**config.mk**
```make
export PLATFORM = sky130hd
export DESIGN_NAME = if_stage
export DESIGN_NICKNAME = d
export VERILOG_FILES = /design/src/rtl/if_stage.sv
export SDC_FILE = /design/constraint.sdc
export NUM_CORES = 1
export LEC_CHECK = 0
export ABC_AREA = 1
export CORE_MARGIN = 1
export CORE_UTILIZATION = 40
export CTS_BUF_LIST = sky130_fd_sc_hd__clkbuf_8
export DETAILED_ROUTE_END_ITERATION = 10
export PLACE_DENSITY = 0.67
export SLEW_MARGIN = 20
export SYNTH_ARGS = -nofsm -noshare
export SYNTH_HDL_FRONTEND = slang
export SYNTH_SLANG_ARGS = --single-unit
```
**constraint.sdc**
```tcl
create_clock -name clk_i -period 1.5 [get_ports clk_i]
set_clock_uncertainty 0.05 [all_clocks]
set_input_delay 0.3 -clock clk_i [delete_from_list [all_inputs] [get_ports clk_i]]
set_output_delay 0.3 -clock clk_i [all_outputs]
set_load 0.02 [all_outputs]
```
**src/rtl/if_stage.sv**
```systemverilog
// Instruction-fetch stage: owns the PC, fetches over a req/gnt/rvalid handshake with one
// outstanding request, and feeds decode through a registered output plus a one-entry skid buffer.
module if_stage #(
  parameter logic [31:0] RESET_PC = 32'h0000_0000,
  parameter logic [31:0] NOP_INSN = 32'h0000_0013
) (
  input  logic        clk_i,
  input  logic        rst_i,
  input  logic        stall_i,
  input  logic        ID_branch_en_i,
  input  logic [31:0] ID_branch_addr_i,
  output logic        imem_req_o,
  output logic [31:0] imem_addr_o,
  input  logic        imem_gnt_i,
  input  logic        imem_rvalid_i,
  input  logic [31:0] imem_rdata_i,
  output logic        IF_valid_o,
  output logic [31:0] IF_Instruction_o,
  output logic [31:0] IF_PC_o
);

  typedef enum logic [1:0] {
    ST_REQ   = 2'd0,
    ST_WAIT  = 2'd1,
    ST_DRAIN = 2'd2
  } state_t;

  state_t      state_r, state_s;
  logic [31:0] pc_r, pc_s;
  logic [31:0] inflight_pc_r, inflight_pc_s;
  logic        out_valid_r, out_valid_s;
  logic [31:0] out_insn_r, out_insn_s;
  logic [31:0] out_pc_r, out_pc_s;
  logic        sk_valid_r, sk_valid_s;
  logic [31:0] sk_insn_r, sk_insn_s;
  logic [31:0] sk_pc_r, sk_pc_s;
  logic        run_r;

  logic        gnt_s;
  logic        consume_s;
  logic        deliver_s;

  // run_r keeps the request low in the cycle directly following a reset edge.
  assign imem_req_o       = run_r && (state_r == ST_REQ) && !sk_valid_r;
  assign imem_addr_o      = pc_r;
  assign IF_valid_o       = out_valid_r;
  assign IF_Instruction_o = out_insn_r;
  assign IF_PC_o          = out_pc_r;

  assign gnt_s     = imem_req_o && imem_gnt_i;
  assign consume_s = out_valid_r && !stall_i;
  assign deliver_s = (state_r == ST_WAIT) && imem_rvalid_i && !ID_branch_en_i;

  // Next-state and next-PC selection; a redirect steers any in-flight fetch into DRAIN.
  always_comb begin
    state_s       = state_r;
    pc_s          = pc_r;
    inflight_pc_s = inflight_pc_r;
    case (state_r)
      ST_REQ: begin
        if (gnt_s) begin
          state_s = ID_branch_en_i ? ST_DRAIN : ST_WAIT;
        end else begin
          state_s = ST_REQ;
        end
      end
      ST_WAIT: begin
        if (imem_rvalid_i) begin
          state_s = ST_REQ;
        end else begin
          state_s = ID_branch_en_i ? ST_DRAIN : ST_WAIT;
        end
      end
      ST_DRAIN: begin
        if (imem_rvalid_i) begin
          state_s = ST_REQ;
        end else begin
          state_s = ST_DRAIN;
        end
      end
      default: state_s = ST_REQ;
    endcase
    if (gnt_s) begin
      inflight_pc_s = pc_r;
    end else begin
      inflight_pc_s = inflight_pc_r;
    end
    if (ID_branch_en_i) begin
      pc_s = {ID_branch_addr_i[31:2], 2'b00};
    end else if (gnt_s) begin
      pc_s = pc_r + 32'd4;
    end else begin
      pc_s = pc_r;
    end
  end

  // Output register and skid buffer; a response only lands in SK when OUT stays occupied.
  always_comb begin
    out_valid_s = out_valid_r;
    out_insn_s  = out_insn_r;
    out_pc_s    = out_pc_r;
    sk_valid_s  = sk_valid_r;
    sk_insn_s   = sk_insn_r;
    sk_pc_s     = sk_pc_r;
    if (ID_branch_en_i) begin
      out_valid_s = 1'b0;
      out_insn_s  = NOP_INSN;
      sk_valid_s  = 1'b0;
    end else if (consume_s) begin
      if (sk_valid_r) begin
        out_valid_s = 1'b1;
        out_insn_s  = sk_insn_r;
        out_pc_s    = sk_pc_r;
        if (deliver_s) begin
          sk_valid_s = 1'b1;
          sk_insn_s  = imem_rdata_i;
          sk_pc_s    = inflight_pc_r;
        end else begin
          sk_valid_s = 1'b0;
        end
      end else if (deliver_s) begin
        out_valid_s = 1'b1;
        out_insn_s  = imem_rdata_i;
        out_pc_s    = inflight_pc_r;
      end else begin
        out_valid_s = 1'b0;
        out_insn_s  = NOP_INSN;
      end
    end else if (deliver_s) begin
      if (out_valid_r) begin
        sk_valid_s = 1'b1;
        sk_insn_s  = imem_rdata_i;
        sk_pc_s    = inflight_pc_r;
      end else begin
        out_valid_s = 1'b1;
        out_insn_s  = imem_rdata_i;
        out_pc_s    = inflight_pc_r;
      end
    end else begin
      out_valid_s = out_valid_r;
    end
  end

  // State registers with synchronous active-low reset.
  always_ff @(posedge clk_i) begin
    if (!rst_i) begin
      state_r       <= ST_REQ;
      pc_r          <= RESET_PC;
      inflight_pc_r <= RESET_PC;
      out_valid_r   <= 1'b0;
      out_insn_r    <= NOP_INSN;
      out_pc_r      <= 32'h0000_0000;
      sk_valid_r    <= 1'b0;
      sk_insn_r     <= NOP_INSN;
      sk_pc_r       <= 32'h0000_0000;
      run_r         <= 1'b0;
    end else begin
      state_r       <= state_s;
      pc_r          <= pc_s;
      inflight_pc_r <= inflight_pc_s;
      out_valid_r   <= out_valid_s;
      out_insn_r    <= out_insn_s;
      out_pc_r      <= out_pc_s;
      sk_valid_r    <= sk_valid_s;
      sk_insn_r     <= sk_insn_s;
      sk_pc_r       <= sk_pc_s;
      run_r         <= 1'b1;
    end
  end

endmodule
```
# Word-level counts from Yosys, hierarchy flattened
# Index checks and enable logic that the tools add are counted.
totals:
  elab_cells: 72
  register_bits: 197
  output_inout_bits: 98
  inputBits: 70
op_classes:
  n_reduce_logical: 19
  n_eq_ne: 4
  n_addsub: 1
  mux: 35
  bitwise: 2
ops:
  columns: ["operator", "n"]
  rows:
  - ["32-bit two-way mux", 21]
  - ["32-bit by 3-bit adder with 32-bit output, second input constant", 1]
  - ["1-bit two-way mux", 9]
  - ["2-bit two-way mux", 4]
  - ["4-bit AND reduction", 2]
  - ["2-bit nonzero test", 4]
  - ["1-bit logical AND", 6]
  - ["2-bit case mux with 3 select lines", 1]
  - ["2-bit AND reduction", 2]
  - ["1-bit logical NOT", 3]
  - ["2-bit by 1-bit == test with 1-bit output, second input constant", 1]
  - ["2-bit == test, second input constant", 1]
  - ["2-bit logical NOT", 1]
  - ["2-bit by 1-bit != test with 1-bit output, second input constant", 1]
  - ["2-bit != test, second input constant", 1]
  - ["1-bit NOT", 2]
  - ["2-bit OR reduction", 1]

# Longest topological paths before layout
depth:
  ltp_word: 6
  ltp_mapped: 11
  mapped_depth_nobuf: 10

# Least setup slack after synthesis
# Ideal clock, no wire load.
synth_path:
  kind: "reg-to-reg"
  from: "reg pc_r[3], in the netlist imem_addr_o[3]"
  to: "reg pc_r[22], in the netlist imem_addr_o[22]"
  setup_ns: 0.128
  synth_period_minus_slack_ns: 1.705
  path_buffers: 0
  stages_incl_launch_ff: 11
  t_arrival_ns: 1.527
  setup_slack_ns: -0.205
  t_required_ns: 1.322
  cell_sequence: "dfxtp_1 > ha_1 > nand2_1 > nor2_1 > nand2_1 > nor2_1 > nand2_1 > nand2_1 > nand2_1 > a21oi_1 > nor2_1"
synth_between:
  elab_chain_cells: 3
synth_lines:
  columns: ["element", "line", "rtl"]
  rows:
  - ["start, declared", "29", "logic [31:0] pc_r, pc_s;"]
  - ["start signal, assigned", "159", "pc_r <= pc_s;"]
  - ["32-bit by 3-bit adder with 32-bit output", "91", "pc_s = pc_r + 32'd4;"]
  - ["32-bit two-way mux", "90", "end else if (gnt_s) begin"]
  - ["32-bit two-way mux", "88", "if (ID_branch_en_i) begin"]
# No other way between the ends. The select of a mux whose other input is x is not followed.
# A chain may end at the register's enable or synchronous reset.

# Final worst setup path
layout_path:
  from: "reg state_r[1]"
  to: "reg out_pc_r[9], in the netlist IF_PC_o[9]"
layout_between:
  elab_chain_cells: 5
  word_cells_on_any_way: 6
  cone_classes: "eq/ne (1); reduce/logical (5)"
layout_lines:
  columns: ["element", "line", "rtl"]
  rows:
  - ["start, declared", "28", "state_t state_r, state_s;"]
  - ["start signal, assigned", "158", "state_r <= state_s;"]
  - ["2-bit by 1-bit == test with 1-bit output *", "52", "assign deliver_s = (state_r == ST_WAIT) && imem_rvalid_i && !ID_branch_en_i;"]
  - ["1-bit logical AND * (2 in series)", "52", null]
  - ["2-bit nonzero test (no source line)", null, null]
  - ["4-bit AND reduction (no source line) *", null, null]
  - ["end signal, assigned", "163", "out_pc_r <= out_pc_s;"]
  - ["end, declared", "33", "logic [31:0] out_pc_r, out_pc_s;"]
# Mark *: on every way between the ends. The rest lies on a longest branch, timed or not.

==> impl_metrics.yaml <==
outcome:
  outcome: "finished with violations"
  violations: "negative setup slack"
grt:
  grt_max_degree: 59
  antenna_found_initial: 0
  grt_pass1_vias: 8698
  grt_overflow_total: 0
  grt_pass1_wl_um: 45300
  grt_usage_pct: 26.3
yosys:
  synth_warnings: 0
  synth.distinct_cells: 25
  yosys.area_share.xor_xnor_pct: 1.24
  synthSimpleGateAreaFrac_pct: 26.2
  synthAdderAreaFrac_pct: 0.148
  synth_compound_area_share_pct: 18.9
  synth_cells: 1243
  ys_seq_area_share_pct: 44.7
  synth_top_family_by_area: "simple AND/OR/NAND/NOR gates"
  synth-seq-cells: 189
  synthMuxAreaShare_pct: 0
  avgSynthCellArea_um2: 6.82
  netlist_area_um2: 8470
layout:
  multi_input_area_um2: 5350
  diodes: 0
  fill_cells: 1565
  regArea_um2: 3850
  nets: 1583
  drive_above_1_share_pct: 41.3
  area_growth_pct: 63.7
  fin_util_pct: 67.7
cts:
  cts_hold_buf: 0
  insertion_delay_ps: 470
  cts-root-buf: "clkbuf_8"
  cts_tree: "yes"
  clock_path_buffers: 2
  clk_pin_slew_ps: 100
  cts_sinks: 189
  htreeDepth: 4
  cts_buffers: 17
timing:
  whs_ps: 248
  period_share_pct: 118
  min_period_ps: 1770
  rsz0062_at_grt: "yes"
  tightest_slew_ps: 531
  slew_violations: 0
  finalSetupViolCount: 151
  timing.final.hold_violations: 0
  fmax_mhz: 565
  fin_ws_ps: -271
  max-slew-margin-rel_pct: 64.2
  timing.setup.tns_ps: -19230
floorplan:
  core_area_um2: 20500
  chipHeight_um: 148
  die-area_um2: 21800
  row_count: 52
  dieWidth_um: 148
  start_util_pct: 41.3
  ios: 168
routing:
  routed_wl_um: 32100
  firstDrtPassIters: 6
  via_count: 9637
  drt_iter0_markers: 703
  wl_per_cell_um: 17.9
  ant_nets: 0
  drc: 0
  via_per_inst: 5.37
critical_path:
  cp-start-kind: "flop"
  critPathArrivalTime_ps: 2130
  crit_fanout: 8
  endpoint_kind: "flop"
  r2r_start: "state_r[1]$_SDFF_PN0_"
  worstPathRequired_ps: 1860
  setup.worst_path.start: "state_r[1]$_SDFF_PN0_"
  worstSetupPathType: "flop to flop"
placement:
  gp_congestion: 0.876
  dpl.hpwl_um: 17000
  post-place-ws_ps: -455
  io_buffers: 161
power_and_ir_drop:
  peakVddDrop_mv: 0.624
  cellLeakagePower_uw: 0.00540
  p_total_uw: 10400
  power_density_nw_per_um2: 752
hold_path:
  min_from: "rst_i"
  hold_path.class: "input pin to flop"
run:
  maxCapViolations: 0
per-stage QoR:
step | instances | area (µm²)
floorplan | 1246 | 8510
global placement | 1701 | 11000
detailed placement | 1701 | 11000
CTS | 1775 | 12700
global route | 1795 | 13900
finish | 1795 | 13900
timing repair:
action	in CTS	in global routing
cloned	20	13
setup buffers	23	13
gates resized for setup	489	387
pin swaps	59	103
setup endpoints to repair	169	228
worst paths after layout:
check	to	slack (ps)	cells after the start
worst max-delay path	IF_PC_o[9]$_SDFFE_PN0P_	-270	12
worst min register to register	sk_pc_r[18]$_SDFFE_PN0P_	400	2
worst max register to register	IF_PC_o[9]$_SDFFE_PN0P_	-270	12
worst min-delay path	run_r$_DFF_P_	250	2
cell usage after synthesis, drive strengths merged:
cell type	instances	area, µm²
a21oi	147	758
a31oi	9	56.3
buf	49	293
clkbuf	31	116
clkinv	1	3.75
conb	1	3.75
dfxtp	189	3780
ha	1	12.5
inv	88	330
nand2	380	1440
nand3	60	300
nand3b	2	15.0
nor2	114	460
o21ai	158	791
or2	1	6.26
xnor2	3	26.3
xor2	9	78.8
sequential cells by signal, indices dropped and copies added, names as in the netlist:
| register | flops |
|---|---|
| IF_Instruction_o | 32 |
| sk_insn_r | 32 |
| IF_PC_o | 30 |
| imem_addr_o | 30 |
| inflight_pc_r | 30 |
| sk_pc_r | 30 |
| state_r | 2 |
| IF_valid_o | 1 |
| run_r | 1 |
| sk_valid_r | 1 |
report_power, final:
part / leakage (µW) / internal, µW / switching [µW]
sequential: 0.00155 / 5110 / 112
clock: 0.000220 / 1850 / 1990
combinational: 0.00364 / 623 / 745
total: 0.00540 / 7580 / 2840
worst max-delay path, cell delays in order (launching register included):
cell	delay (ps)
dfxtp_2	340
buf_6	120
inv_4	50
nand2_4	50
nor2_4	150
buf_6	130
a21oi_4	70
inv_4	100
buf_12	130
buf_12	120
buf_16	140
nand3_4	80
a21oi_2	180
area by class of cell:
class	count	share of cell area, %
multi-input combinational	888	38.6
sequential	189	27.8
timing repair buffer	326	25.3
inverter	89	2.63
tap	270	2.44
clock buffer	17	1.69
clock inverter	15	1.49
timing repair inverter	1	0.0812
logic make-up (layout without fill, tap and decap cells):
kind of cell | after synthesis | in the layout
and+or+nand+nor | 557 | 557
adders and majority gates | 1 | 1
DFF | 189 | 189
other | 1 | 4
xor gates and xnor gates | 12 | 12
buffers and inverters | 169 | 448
AOI/OAI and AO/OA | 314 | 314
layout by cell type, fill, tap and decap left out, types with 7 or more instances in the layout:
master           count
dfxtp_1            154
nand2_1            334
nand2_2             23
clkdlybuf4s50_1     66
o21ai_1             16
clkbuf_2            36
o21ai_2             69
buf_12              27
dfxtp_4             11
nand3_4             13
clkdlybuf4s15_2     21
nand2_4             22
buf_8                7
buf_4               92
nand3_1             22
dfxtp_2             24
o21ai_0             69
nor2_4              22
buf_16              15
nor2_1              71
nor2_2              21
clkbuf_8            17
inv_1               77
a31oi_1              8
a21oi_2             81
nand3_2             25
buf_6               25
buf_2               25
clkbuf_16           10
a21oi_1             62
routing by layer:
metal  GRT usage, %  vias to the layer above  wire [µm]
met5              0                        -          0
met4           10.8                        0       1270
met3           3.83                       98       2350
met2           42.8                      489      15200
met1           35.0                     4494      13200
li1               -                     4556          -
No activity file was read; power rests on OpenSTA's default activity.
